## config.mk

```make
export PLATFORM = sky130hd
export DESIGN_NAME = dmem_arbiter
export DESIGN_NICKNAME = d
export VERILOG_FILES = /design/src/rtl/dmem_arbiter_pkg.sv /design/src/rtl/dmem_arbiter_rr.sv /design/src/rtl/dmem_arbiter.sv
export SDC_FILE = /design/constraint.sdc
export NUM_CORES = 1
export LEC_CHECK = 0
export ABC_CLOCK_PERIOD_IN_PS = 2300
export BUFFER_PORTS_ARGS = -buffer_cell sky130_fd_sc_hd__buf_2
export CAP_MARGIN = 0
export CORE_AREA = 2 2 121 123
export DETAILED_ROUTE_END_ITERATION = 7
export DIE_AREA = 0 0 123 125
export PLACE_DENSITY = 0.67
export SLEW_MARGIN = 25
export SYNTH_ARGS = -nofsm -noshare
export SYNTH_HDL_FRONTEND = slang
export SYNTH_SLANG_ARGS = --single-unit
```

## constraint.sdc

```tcl
create_clock -name clk -period 2.3 [get_ports clk]
set_input_delay 0.575 -clock clk [delete_from_list [all_inputs] [get_ports clk]]
set_output_delay 0.575 -clock clk [all_outputs]
set_load 0.02 [all_outputs]
```

## src/rtl/dmem_arbiter_pkg.sv

```systemverilog
// Shared types for the two-port data-memory arbiter: FSM state encoding
// and the requester identifier.
package dmem_arbiter_pkg;

  localparam int NUM_REQ = 2;

  typedef enum logic [1:0] {
    IDLE   = 2'd0,
    ACCESS = 2'd1,
    RESP   = 2'd2
  } state_t;

  typedef logic req_id_t;

endpackage

```

## src/rtl/dmem_arbiter_rr.sv

```systemverilog
// Two-way round-robin picker: a lone requester always wins, a tie goes to
// the requester named by the priority pointer.
module rr_arbiter2
  import dmem_arbiter_pkg::*;
(
  input  logic [1:0] req,
  input  req_id_t    pointer,
  output logic [1:0] winner,
  output req_id_t    winner_id
);

  always_comb begin
    winner_id = pointer;
    if (req == 2'b01) begin
      winner_id = 1'b0;
    end else if (req == 2'b10) begin
      winner_id = 1'b1;
    end
    winner = '0;
    if (req != 2'b00) begin
      winner[winner_id] = 1'b1;
    end
  end

endmodule

```

## src/rtl/dmem_arbiter.sv

```systemverilog
// Arbitrates the core LSU (port 0) and debug/DMA (port 1) onto a single
// dmem bus; each access takes IDLE -> ACCESS -> RESP, three cycles.
module dmem_arbiter
  import dmem_arbiter_pkg::*;
#(
  parameter int WIDTH = 32
) (
  input  logic             clk,
  input  logic             rst,
  input  logic             r0_req,
  input  logic             r0_we,
  input  logic [WIDTH-1:0] r0_addr,
  input  logic [WIDTH-1:0] r0_wdata,
  input  logic [3:0]       r0_byteen,
  output logic             r0_gnt,
  output logic             r0_rsp_valid,
  output logic [WIDTH-1:0] r0_rdata,
  input  logic             r1_req,
  input  logic             r1_we,
  input  logic [WIDTH-1:0] r1_addr,
  input  logic [WIDTH-1:0] r1_wdata,
  input  logic [3:0]       r1_byteen,
  output logic             r1_gnt,
  output logic             r1_rsp_valid,
  output logic [WIDTH-1:0] r1_rdata,
  output logic             mem_read,
  output logic             mem_write,
  output logic [WIDTH-1:0] mem_addr,
  output logic [WIDTH-1:0] mem_wdata,
  output logic [3:0]       mem_byteen,
  input  logic [WIDTH-1:0] mem_rdata
);

  logic [1:0]       req_vec;
  logic             req_we     [NUM_REQ];
  logic [WIDTH-1:0] req_addr   [NUM_REQ];
  logic [WIDTH-1:0] req_wdata  [NUM_REQ];
  logic [3:0]       req_byteen [NUM_REQ];

  assign req_vec       = {r1_req, r0_req};
  assign req_we[0]     = r0_we;
  assign req_we[1]     = r1_we;
  assign req_addr[0]   = r0_addr;
  assign req_addr[1]   = r1_addr;
  assign req_wdata[0]  = r0_wdata;
  assign req_wdata[1]  = r1_wdata;
  assign req_byteen[0] = r0_byteen;
  assign req_byteen[1] = r1_byteen;

  state_t           state_reg;
  req_id_t          ptr_reg;
  req_id_t          lat_id_reg;
  logic             lat_we_reg;
  logic [WIDTH-1:0] lat_addr_reg;
  logic [WIDTH-1:0] lat_wdata_reg;
  logic [3:0]       lat_byteen_reg;
  logic [1:0]       gnt_reg;
  logic [1:0]       rsp_valid_reg;
  logic [WIDTH-1:0] rdata_reg;

  logic [1:0] winner;
  req_id_t    winner_id;

  rr_arbiter2 u_rr (
    .req       (req_vec),
    .pointer   (ptr_reg),
    .winner    (winner),
    .winner_id (winner_id)
  );

  always_ff @(posedge clk) begin
    if (rst) begin
      state_reg      <= IDLE;
      ptr_reg        <= 1'b0;
      lat_id_reg     <= 1'b0;
      lat_we_reg     <= 1'b0;
      lat_addr_reg   <= '0;
      lat_wdata_reg  <= '0;
      lat_byteen_reg <= '0;
      gnt_reg        <= '0;
      rsp_valid_reg  <= '0;
      rdata_reg      <= '0;
    end else begin
      gnt_reg       <= '0;
      rsp_valid_reg <= '0;
      rdata_reg     <= '0;
      case (state_reg)
        IDLE: begin
          if (req_vec != 2'b00) begin
            state_reg      <= ACCESS;
            lat_id_reg     <= winner_id;
            lat_we_reg     <= req_we[winner_id];
            lat_addr_reg   <= req_addr[winner_id];
            lat_wdata_reg  <= req_wdata[winner_id];
            lat_byteen_reg <= req_byteen[winner_id];
            gnt_reg        <= winner;
          end
        end
        ACCESS: begin
          state_reg                 <= RESP;
          rsp_valid_reg[lat_id_reg] <= 1'b1;
          // Stores report zero data so the response carries no stale bus value.
          rdata_reg                 <= lat_we_reg ? '0 : mem_rdata;
        end
        RESP: begin
          state_reg <= IDLE;
          ptr_reg   <= ~lat_id_reg;
        end
        default: state_reg <= IDLE;
      endcase
    end
  end

  logic in_access;
  assign in_access  = (state_reg == ACCESS);
  assign mem_read   = in_access & ~lat_we_reg;
  assign mem_write  = in_access & lat_we_reg;
  assign mem_addr   = in_access ? lat_addr_reg : '0;
  assign mem_wdata  = in_access ? lat_wdata_reg : '0;
  assign mem_byteen = in_access ? lat_byteen_reg : 4'b0000;

  logic [WIDTH-1:0] rsp_rdata [NUM_REQ];
  for (genvar gi = 0; gi < NUM_REQ; gi++) begin : g_rsp
    assign rsp_rdata[gi] = rsp_valid_reg[gi] ? rdata_reg : '0;
  end

  assign r0_gnt       = gnt_reg[0];
  assign r1_gnt       = gnt_reg[1];
  assign r0_rsp_valid = rsp_valid_reg[0];
  assign r1_rsp_valid = rsp_valid_reg[1];
  assign r0_rdata     = rsp_rdata[0];
  assign r1_rdata     = rsp_rdata[1];

endmodule

```

---- Yosys cells after proc, flatten, opt, wreduce, memory -nomap -nowiden ----
Index checks and enable logic that the tools add are counted.
operators by class
  $lt $le $gt $ge ......................... 5
  equal/unequal tests ..................... 5
  mux-type cells .......................... 25
  bitwise logic cells ..................... 8
  reduce and logical (&&, ||, !) cells .... 8
operators by type and width
  cell                                                        number
  two-way mux 32 bit                                          10
  two-way mux 4 bit                                           4
  two-way mux 1 bit                                           7
  OR reduction 3 bit                                          2
  NOT 1 bit                                                   5
  equality test 2 x 1 -> 1 bit, second input constant         2
  equality test 2 bit, second input constant                  2
  less-than comparator 1 x 2 -> 1 bit, second input constant  2
  one-hot mux 2 bit (2 select lines)                          1
  AND 1 bit                                                   2
  demux 1 bit (select 1 bit)                                  2
  greater-or-equal comparator 1 bit, second input constant    2
  greater-or-equal comparator 2 bit, second input constant    1
  logical AND 1 bit                                           2
  logical NOT 2 bit                                           1
  two-way mux 2 bit                                           1
  != test 2 bit, second input constant                        1
  NOT 1 -> 2 bit                                              1
  AND reduction 2 bit                                         1
  nonzero test 2 bit                                          1
  OR reduction 2 bit                                          1
storage, ports and cells
  register bits ........................... 109
  input port bits ......................... 174
  logic and storage cells ................. 61

---- Depth between registers and ports, before layout ----
Gate-level depths: netlist of run 1.
  depth in word-level cells ............... 7
  depth in mapped cells ................... 6
  gate-level depth less buffers ........... 3

---- Hierarchy ----
From an unflattened synthesis of run 1, not the netlist that was laid out.
second synthesis, totals
  cell total of the unflattened synthesis .. 562
  area total of the unflattened synthesis .. 5227.5 um2
modules (own cells, without submodules)
  module        times used  cells an instance  area an instance (um2)  seq. area each (um2)
  dmem_arbiter  1           558                5200.0                  2182.1
  rr_arbiter2   1           4                  27.5                    0.0

---- Least setup slack after synthesis of run 1 ----
No wires, ideal clock.
  path kind ............................... register -> output
  start ................................... register state_reg[1]
  end ..................................... output port mem_addr[0]
  arrival ................................. 1.225 ns
  path slack .............................. 0.500 ns
  cell stages (with the launch flop) ...... 5
  path buffers ............................ 2
  path through ............................ dfxtp_1 > nand2b_1 > clkbuf_1 > clkbuf_1 > nor2_1
on the way
  word-level cells in the longest chain between the ends .. 2
RTL lines
  what                          RTL line             RTL
  start, declared               dmem_arbiter.sv:50   state_t state_reg;
  start signal, assigned        dmem_arbiter.sv:73   state_reg <= IDLE;
  start signal, assigned        dmem_arbiter.sv:90   state_reg <= ACCESS;
  start signal, assigned        dmem_arbiter.sv:100  state_reg <= RESP;
  equality test 2 x 1 -> 1 bit  dmem_arbiter.sv:115  assign in_access = (state_reg == ACCESS);
  two-way mux 32 bit            dmem_arbiter.sv:118  assign mem_addr = in_access ? lat_addr_reg : '0;
  end, declared                 dmem_arbiter.sv:28   output logic [WIDTH-1:0] mem_addr,
Every way passes these cells.

---- Worst setup path after layout of run 1 ----
  start ................................... register state_reg[1]
  end ..................................... output port mem_wdata[12]
on the way
  word-level cells in the longest chain between the ends .. 2
RTL lines
  what                          RTL line             RTL
  equality test 2 x 1 -> 1 bit  dmem_arbiter.sv:115
  two-way mux 32 bit            dmem_arbiter.sv:119  assign mem_wdata = in_access ? lat_wdata_reg : '0;
  end, declared                 dmem_arbiter.sv:29   output logic [WIDTH-1:0] mem_wdata,
Every way passes these cells.

==> results of run 1 <==
-- area by class of cell --
| class | instances | area, um^2 |
|---|---|---|
| fillers | 1381 | 7017 |
| multi-input cells | 345 | 2452 |
| flip-flops and latches | 109 | 2182 |
| repair buffers | 326 | 1748 |
| inverters | 71 | 266.5 |
| well taps | 184 | 230.2 |
| clock buffers | 9 | 225.2 |
| clock inverters | 7 | 82.58 |
-- power breakdown --
group,switching [mW],internal [mW],total [mW]
Combinational,0.517,0.356,0.873
Sequential,0.0446,2.04,2.08
Clock,0.763,0.861,1.62
-- through the flow --
step                      instances  power [mW]
final                          1051       4.580
after global routing           1051       4.804
after CTS                      1051       4.625
after detailed placement       1035       2.997
after global placement         1035       2.992
after floorplan                 588       2.677
-- per-layer routing --
metal	wire length, um	track usage [%]	share of wire, %	vias to the layer above
met5	16	0	0.096	-
met4	462	8.556	2.8	2
met3	1409	5.018	8.5	30
met2	7794	33.93	47	243
met1	6921	26.34	42	2411
li1	-	-	-	2606
-- cell usage after synthesis (2+ instances only) --
master	count
dfxtp_1	109
and2_1	97
nor2_1	73
inv_1	70
a211oi_1	46
a221o_1	46
clkbuf_1	32
nand3_1	23
o2111ai_1	23
o221ai_2	19
buf_6	11
buf_2	10
buf_4	7
o221ai_1	4
buf_1	3
nor3_1	3
nand2b_1	2
-- timing repair --
action / CTS / global route
endpoints found under the hold margin: 0 / 0
setup endpoints to repair: 0 / 12
gates resized for setup: 0 / 1
-- worst max-delay path: stages (launching register included) --
cell and delay, ns:
dfxtp_1 0.46, nand2b_2 0.21, buf_6 0.26, nor2_1 0.08, buf_2 0.16
-- how the worst max path moves through the flow --
stage,start,endpoint,slack [ns]
global placement,r0_req,lat_addr_reg[14]$_SDFFE_PP0P_,0.46
CTS,state_reg[1]$_SDFFE_PP0P_,mem_wdata[12],0.08
global route,state_reg[1]$_SDFFE_PP0P_,mem_wdata[1],0.07
finish,state_reg[1]$_SDFFE_PP0P_,mem_wdata[12],0.19
detailed placement,r1_req,lat_wdata_reg[23]$_SDFFE_PP0P_,0.47
floorplan,state_reg[1]$_SDFFE_PP0P_,mem_addr[0],0.50
-- cells by family (layout without fill, tap and decap cells) --
logic type | count (synthesis) | count (layout)
simple gates | 202 | 202
compound gates | 141 | 141
buf+inv | 134 | 413
flops | 109 | 109
fa+ha+maj | 1 | 1
mux | 1 | 1
==> impl_metrics.py, run 1 <==
metrics = {
    "global_route": {
        "antenna_found_initial": 1,
        "grt_start_max_net_pins": 53,
        "grt_pass1_wl_um": 25440,
        "track_usage_pct": 20.87,
        "grt_pass1_vias": 4999,
        "overflow": 0,
    },
    "die": {
        "initial_core_util_pct": 36.91,
        "num_rows": 44,
        "coreArea_um2": 14200,
        "die-height_um": 125,
        "ios": 312,
        "die-area_um2": 15380,
        "die_w_um": 123,
    },
    "critical_path": {
        "crit_arrival_ns": 1.54,
        "cp_data_required_time_ns": 1.73,
        "startpoint_type": "register",
        "crit_fanout": 31,
        "regToRegEndpoint": "lat_addr_reg[5]$_SDFFE_PP0P_",
        "r2r_start": "state_reg[0]$_SDFFE_PP0P_",
        "crit_path_end_kind": "output pin",
        "crit_type": "reg -> out",
        "reg2reg_slack_ns": 0.73,
        "worstRegToRegCells": 4,
    },
    "cts": {
        "clkLatencyLatePin_ns": 0.35,
        "cts_setup_buffers": 0,
        "cts_tree": "done",
        "htreeDepth": 3,
        "clk_pin_slew_ns": 0.08,
        "numCtsBuffers": 9,
        "cts_root_buffer": "clkbuf_16",
        "clock_path_buffers": 2,
        "clock-sinks": 109,
        "hold_buffers": 0,
    },
    "place": {
        "gp_congestion": 0.8147,
        "hpwlAfterDp_um": 11780,
        "io_buffers": 311,
        "postPlaceCellArea_um2": 6875,
        "dp_slack_ns": 0.4738,
    },
    "drt": {
        "routed_wl_um": 16610,
        "drt_iter0_drc": 292,
        "wire_per_inst_um": 15.80,
        "drt.antenna.violating_nets": 0,
        "vias_per_cell": 5.035,
        "vias": 5292,
        "drc": 0,
        "dr.pass1.iters": 4,
    },
    "yosys": {
        "synth_top_family_by_area": "compound AO/OA/AOI/OAI gates",
        "synth-edff-count": 0,
        "synth.cell_area_um2": 5243,
        "synth_adder_area_share_pct": 0.1909,
        "synth_fp_nets": 762,
        "ys_top_cells_by_area": "dfxtp_1, and2_1, a221o_1",
        "synthXorXnorAreaFrac_pct": 0,
        "ys_types": 27,
        "synth_seq_cells": 109,
        "ys.flop_type": "dfxtp_1",
        "syn_inst": 588,
        "synth_mux_area_share_pct": 0.1909,
        "yosys_warnings": 0,
        "synth-compound-area-share_pct": 25.94,
        "yosys.area.top_type": "dfxtp_1",
        "synthArstFlopShare_pct": 0,
        "yosysTopAreaCellShare_pct": 41.62,
        "synth-simple-area-share_pct": 20.14,
        "ys_seq_area_share_pct": 41.62,
        "syn_avg_cell_area_um2": 8.916,
    },
    "sta": {
        "tightest_slew_ns": 0.4503,
        "whs_ns": 0.4203,
        "report.final.slew_viol_count": 0,
        "hold_viol_final": 0,
        "relSlewSlack_pct": 69.98,
        "rsz0062_at_grt": "false",
        "fin_crit_sh_pct": 91.88,
        "setup_ws_ns": 0.1867,
        "setup_tns_ns": 0,
        "clock-skew-final_ns": 0.005197,
        "fmax_mhz": 473.2,
        "finalSetupViolCount": 0,
        "period_needed_ns": 2.113,
    },
    "finish": {
        "post-route-util_pct": 50.60,
        "area.growth.synth_to_final_pct": 37.09,
        "layout_commonest_cell": "buf_2",
        "nNetsFinal": 1036,
        "drive_gt1_share_pct": 42.56,
        "mostFrequentLayoutCells": "buf_2, dfxtp_1, and2_1",
        "diodes": 0,
        "final_area_um2": 7187,
    },
    "hold_path": {
        "worstHoldPathCells": 2,
        "hold_path.startpoint": "mem_rdata[16]",
        "min_path_type": "in -> reg",
        "hold_end": "rdata_reg[16]$_SDFF_PP0_",
    },
    "power_and_ir_drop": {
        "p_per_area_nw_per_um2": 637.2,
        "irDropWorstVdd_v": 0.0003234,
        "leakage_nw": 3.435,
    },
    "run": {
        "cap_violations": 0,
    },
    "run_status": {
        "status": "completed",
    },
}
No activity file was read; power rests on OpenSTA's default activity.
==> inputs of run 2 (changes only) <==
ABC_AREA = 1   (was not set)
CORE_AREA = 2 2 122 124   (was 2 2 121 123)
CTS_CLUSTER_DIAMETER = 30   (was not set)
DIE_AREA = 0 0 124 126   (was 0 0 123 125)
GPL_ROUTABILITY_DRIVEN = 0   (was not set)
==> impl_metrics.py, run 2 <==
metrics = {
    "sta": {
        "setup_tns_ns": 0,
        "finalSetupViolCount": 0,
        "period_needed_ns": 2.091,
        "clock-skew-final_ns": 0.01263,
        "fmax_mhz": 478.4,
        "rsz0062_at_grt": "false",
        "tightest_slew_ns": 0.4129,
        "hold_viol_final": 0,
        "fin_crit_sh_pct": 90.89,
        "report.final.slew_viol_count": 0,
        "relSlewSlack_pct": 72.47,
    },
    "yosys": {
        "ys_top_cells_by_count": "inv_1, nand2_1, nand3_1",
        "synth_fp_nets": 1039,
        "ys_top_cells_by_area": "dfxtp_1, inv_1, nand3_1",
        "syn_avg_cell_area_um2": 6.134,
        "yosys.area.top_type": "dfxtp_1",
        "synth_seq_cells": 109,
        "synth.cell_area_um2": 5306,
        "yosysTopAreaCellShare_pct": 41.12,
        "synthArstFlopShare_pct": 0,
        "yosysMostFrequentCell": "inv_1",
        "syn_inst": 865,
        "yosys_warnings": 0,
        "ys_seq_area_share_pct": 41.12,
        "ys.flop_type": "dfxtp_1",
        "ys_types": 16,
        "synth-edff-count": 0,
    },
    "critical_path": {
        "crit_arrival_ns": 1.52,
        "cp_data_required_time_ns": 1.73,
        "worstRegToRegCells": 7,
        "slowest_delay_ns": 0.35,
        "cpMaxStageDelayCell": "dfxtp_1",
        "crit_path_end_kind": "output pin",
        "regToRegEndpoint": "rdata_reg[9]$_SDFF_PP0_",
        "startpoint_type": "register",
        "crit_fanout": 73,
        "critPathLaunch": "state_reg[0]$_SDFFE_PP0P_",
        "crit_type": "reg -> out",
        "cp_cell_sequence": "inv_1, nor2_1, inv_2, buf_12, nor2_1, buf_2",
        "cp_common_cell": "nor2_1",
        "reg2reg_slack_ns": 0.75,
        "crit_path_end": "mem_addr[16]",
        "r2r_start": "state_reg[1]$_SDFFE_PP0P_",
    },
    "power_and_ir_drop": {
        "switching_power_mw": 1.290,
        "seqPwrFrac_pct": 46.6,
        "power_frac_comb_pct": 17.8,
        "p_per_area_nw_per_um2": 621.1,
        "power.internal_mw": 3.264,
        "p_sw_share_pct": 28.32,
        "clockPowerShare_pct": 35.6,
        "leakage_nw": 4.671,
        "irDropWorstVdd_v": 0.0003083,
    },
    "global_route": {
        "antenna_found_initial": 1,
        "overflow": 0,
        "grt_pass1_wl_um": 24790,
        "grt_pass1_vias": 5376,
        "track_usage_pct": 19.95,
        "grt_start_max_net_pins": 80,
    },
    "place": {
        "postPlaceCellArea_um2": 7019,
        "hpwlAfterDp_um": 11480,
        "io_buffers": 311,
    },
    "finish": {
        "layout_commonest_cell": "buf_2",
        "area.growth.synth_to_final_pct": 38.17,
        "nNetsFinal": 1323,
        "drive_gt1_share_pct": 29.98,
        "fillCellCount": 1492,
        "mostFrequentLayoutCells": "buf_2, inv_1, nand2_1",
        "final_area_um2": 7332,
        "post-route-util_pct": 51.22,
    },
    "hold_path": {
        "worstHoldPathCells": 3,
        "min_path_type": "in -> reg",
    },
    "die": {
        "coreArea_um2": 14310,
        "die-height_um": 126,
        "ios": 312,
        "die-area_um2": 15620,
        "num_rows": 44,
        "initial_core_util_pct": 37.07,
        "die_w_um": 124,
    },
    "drt": {
        "drc": 0,
        "wire_per_inst_um": 11.78,
        "vias": 5901,
        "dr.pass1.iters": 5,
        "met2_length_um": 7588,
        "wl_met1_um": 6340,
        "drt.antenna.violating_nets": 0,
        "vias_per_cell": 4.407,
        "top_layer_used": "met4",
        "route.met3.wl_um": 1555,
        "routed_wl_um": 15770,
        "drt_iter0_drc": 312,
    },
    "cts": {
        "cts_tree": "done",
        "cts_resized": 0,
        "cts_setup_buffers": 0,
        "clkLatencyLatePin_ns": 0.35,
        "htreeDepth": 3,
        "numCtsBuffers": 9,
        "hold_buffers": 0,
        "clock-sinks": 109,
        "clk_pin_slew_ns": 0.07,
        "clock_path_buffers": 2,
        "cts_root_buffer": "clkbuf_16",
    },
    "run": {
        "cap_violations": 0,
    },
    "run_status": {
        "status": "completed",
    },
}
-- run 2: cell count changes after synthesis, sizes merged, moves of 34 or more --
cell    before  now
a211oi      46    0
a221o       46    0
and2        97    0
inv         71  218
nand2        1  213
nand3       23  162
nor2        73  107
-- run 2: worst min path at each step --
stage                                         startpoint                        endpoint  slack [ns]
after floorplan                  lat_id_reg$_SDFFE_PP0P_     rsp_valid_reg[0]$_SDFF_PP0_        0.43
after global placement     lat_addr_reg[30]$_SDFFE_PP0P_   lat_addr_reg[30]$_SDFFE_PP0P_        0.44
after detailed placement  lat_byteen_reg[1]$_SDFFE_PP0P_  lat_byteen_reg[1]$_SDFFE_PP0P_        0.44
after CTS                                   mem_rdata[3]         rdata_reg[3]$_SDFF_PP0_        0.42
after global routing                        mem_rdata[3]         rdata_reg[3]$_SDFF_PP0_        0.43
final                                      mem_rdata[23]        rdata_reg[23]$_SDFF_PP0_        0.44
-- run 2: power by group through the flow --
stage               clock [mW]  sequential [mW]  combinational, mW
floorplan                    0             2.15              0.498
global placement             0             2.16              0.813
detailed placement           0             2.16              0.821
CTS                       1.67             2.12              0.823
global route              1.74             2.14              0.918
finish                    1.62             2.12              0.811
-- run 2: kinds of logic (layout without fill, tap and decap cells) --
family / after synthesis / after routing / share of synthesized area [%]
buffers and inverters: 268 / 557 / 20.02
AOI/OAI and AO/OA: 3 / 3 / 0.4244
and+or+nand+nor: 485 / 485 / 38.43
other: 0 / 1 / 0
DFF: 109 / 109 / 41.12
-- run 2: final cells by class --
type / instances / area, um^2 / share of cell area (%)
Timing Repair Buffer: 323 / 1709 / 23.31
Inverter: 218 / 818.3 / 11.16
Multi-Input combinational cell: 488 / 2079 / 28.36
Sequential cell: 109 / 2182 / 29.76
Tap cell: 184 / 230.2 / 3.140
Clock inverter: 5 / 57.56 / 0.7850
Clock buffer: 11 / 252.7 / 3.447
Antenna cell: 1 / 2.502 / 0.03413
-- run 2: metrics by stage --
step	hold slack, ns	cells	setup slack (ns)	power [mW]
3_3_place_gp	0.4400	1322	0.5100	2.977
2_1_floorplan	0.4256	865	0.6618	2.650
6_report	0.4363	1339	0.2095	4.554
3_5_place_dp	0.4393	1322	0.4909	2.984
4_1_cts	0.4207	1338	0.1480	4.616
5_1_grt	0.4281	1339	0.05024	4.804
-- run 2: critical path: cells and delay by family, from the launching register on --
family	cells	cell delay (ns)
buffers and inverters	4	0.53
flip-flops	1	0.35
AND/OR/NAND/NOR	2	0.29
-- run 2: layer usage --
metal / up-vias / track usage [%]
li1: 3075 / -
met1: 2573 / 23.49
met2: 235 / 34.52
met3: 18 / 5.661
met4: 0 / 6.742
met5: - / 0
==> inputs of run 3 (changes only) <==
ABC_CLOCK_PERIOD_IN_PS = 2100   (was 2300)
CORE_AREA = 2 2 120 122   (was 2 2 122 124)
DIE_AREA = 0 0 122 124   (was 0 0 124 126)
PLACE_DENSITY = 0.69   (was 0.67)
clock period = 2.1 ns   (was 2.3 ns; I/O delays follow)
==> impl_metrics.py, run 3 (synthesis gave the netlist of run 2 again) <==
metrics = {
    "run_status": {
        "status": "completed",
    },
    "power_and_ir_drop": {
        "p_sw_share_pct": 29.29,
        "irDropWorstVdd_v": 0.0004591,
        "clockPowerShare_pct": 33.7,
        "power_frac_comb_pct": 18.5,
        "switching_power_mw": 1.425,
        "power.internal_mw": 3.442,
        "leakage_nw": 4.659,
        "p_per_area_nw_per_um2": 661.4,
        "seqPwrFrac_pct": 47.8,
    },
    "sta": {
        "fin_crit_sh_pct": 94.20,
        "rsz0062_at_grt": "true",
        "setup_tns_ns": 0,
        "fmax_mhz": 505.5,
        "finalSetupViolCount": 0,
        "report.final.slew_viol_count": 0,
        "setup_ws_ns": 0.1219,
        "hold_viol_final": 0,
        "whs_ns": 0.3859,
        "period_needed_ns": 1.978,
        "relSlewSlack_pct": 74.39,
        "tightest_slew_ns": 0.3842,
        "clock-skew-final_ns": 0.009577,
    },
    "global_route": {
        "track_usage_pct": 20.05,
        "overflow": 0,
        "grt_start_max_net_pins": 92,
        "antenna_found_initial": 0,
        "grt_pass1_vias": 5204,
        "grt_pass1_wl_um": 24050,
    },
    "die": {
        "die-area_um2": 15130,
        "num_rows": 43,
        "initial_core_util_pct": 38.68,
        "die-height_um": 124,
        "ios": 312,
        "coreArea_um2": 13720,
        "die_w_um": 122,
    },
    "critical_path": {
        "worstRegToRegCells": 8,
        "crit_fanout": 34,
        "crit_arrival_ns": 1.45,
        "crit_type": "reg -> out",
        "r2r_start": "state_reg[0]$_SDFFE_PP0P_",
        "cp_data_required_time_ns": 1.57,
        "slowest_delay_ns": 0.35,
        "reg2reg_slack_ns": 0.62,
        "crit_path_end_kind": "output pin",
        "regToRegEndpoint": "rdata_reg[10]$_SDFF_PP0_",
        "cp_cell_sequence": "inv_1, nor2_1, inv_2, buf_6, nor2_1, buf_4",
        "startpoint_type": "register",
        "cp_common_cell": "nor2_1",
        "cpMaxStageDelayCell": "dfxtp_1",
        "critPathLaunch": "state_reg[0]$_SDFFE_PP0P_",
    },
    "finish": {
        "multi_input_area_um2": 2087,
        "nNetsFinal": 1325,
        "area.growth.synth_to_final_pct": 38.69,
        "fin_cells": 1336,
        "regArea_um2": 2182,
        "fillCellCount": 1473,
        "mostFrequentLayoutCells": "buf_2, inv_1, nand2_1",
        "layout_commonest_cell": "buf_2",
        "diodes": 0,
        "final_area_um2": 7360,
        "drive_gt1_share_pct": 30.28,
    },
    "cts": {
        "cts_tree": "done",
        "clock_path_buffers": 2,
        "clk_pin_slew_ns": 0.07,
        "htreeDepth": 3,
        "numCtsBuffers": 9,
        "cts_root_buffer": "clkbuf_16",
        "hold_buffers": 0,
        "clock-sinks": 109,
        "clkLatencyLatePin_ns": 0.34,
    },
    "place": {
        "hpwlAfterDp_um": 11650,
        "placedCellCount": 1320,
        "postPlaceCellArea_um2": 7029,
        "io_buffers": 311,
        "dp_slack_ns": 0.3586,
    },
    "run": {
        "cap_violations": 0,
    },
    "drt": {
        "wire_per_inst_um": 11.79,
        "vias_per_cell": 4.396,
        "vias": 5873,
        "drc": 0,
        "dr.pass1.iters": 4,
        "drt.antenna.violating_nets": 0,
        "drt_iter0_drc": 261,
        "routed_wl_um": 15760,
    },
    "hold_path": {
        "hold_end": "rdata_reg[26]$_SDFF_PP0_",
        "worstHoldPathCells": 3,
        "hold_path.startpoint": "mem_rdata[26]",
        "min_path_type": "in -> reg",
    },
}
## run 3: changes by cell type in the layout (fill, tap and decap cells not counted)
cell,before,now
clkbuf_1,0,1
buf_8,0,1
buf_6,0,1
diode_2,1,0
clkinv_2,2,0
buf_2,311,300
clkbuf_8,2,1
nor2_1,104,101
bufinv_16,1,0
nor2_2,2,5
inv_6,1,2
buf_4,7,18
clkinvlp_4,0,2
## run 3: repair_timing
item	CTS	global route
endpoints found under the hold margin	0	0
resized for setup	0	17
buffers inserted	0	0
setup endpoints to repair	0	70
## run 3: per-layer routing
| layer | wire, um | track usage (%) | vias up |
|---|---|---|---|
| met4 | 362 | 7.902 | 0 |
| met3 | 1383 | 5.952 | 28 |
| met5 | 0 | 0 | - |
| met2 | 7645 | 34.71 | 223 |
| li1 | - | - | 3083 |
| met1 | 6366 | 23.31 | 2539 |
## run 3: critical path: cells and delay by family, from the launching register on
family	cells	cell delay (ns)
AND/OR/NAND/NOR	2	0.25
flip-flops	1	0.35
buffers and inverters	4	0.49
## run 3: stage by stage
| stage | utilization [%] | total power, mW |
|---|---|---|
| floorplan | - | 2.902 |
| global placement | 51.24 | 3.261 |
| detailed placement | 51.24 | 3.271 |
| CTS | 53.31 | 4.917 |
| global route | 53.64 | 5.128 |
| finish | 53.64 | 4.867 |
## run 3: power by group through the flow
stage | registers [mW] | clock network (mW) | logic, mW
after detailed placement | 2.37 | 0 | 0.901
after CTS | 2.33 | 1.69 | 0.903
after global routing | 2.34 | 1.76 | 1.02
after global placement | 2.37 | 0 | 0.894
final | 2.33 | 1.64 | 0.902
after floorplan | 2.36 | 0 | 0.545
## run 3: final cells by class
| type | count | area share (%) |
|---|---|---|
| clock buffer | 11 | 3.298 |
| clock inverter | 5 | 0.5610 |
| inverter | 218 | 11.12 |
| multi-input combinational | 488 | 28.36 |
| sequential | 109 | 29.65 |
| tap | 180 | 3.060 |
| timing repair buffer | 325 | 23.95 |
## run 3: how the worst max path moves through the flow
| stage | depth (start not counted) | endpoint | slack, ns |
|---|---|---|---|
| after floorplan | 5 | mem_addr[0] | 0.51 |
| after global placement | 8 | lat_addr_reg[6]$_SDFFE_PP0P_ | 0.38 |
| after detailed placement | 8 | lat_byteen_reg[1]$_SDFFE_PP0P_ | 0.36 |
| after CTS | 6 | mem_wdata[13] | 0.01 |
| after global routing | 6 | mem_wdata[12] | -0.01 |
| final | 6 | mem_byteen[3] | 0.12 |
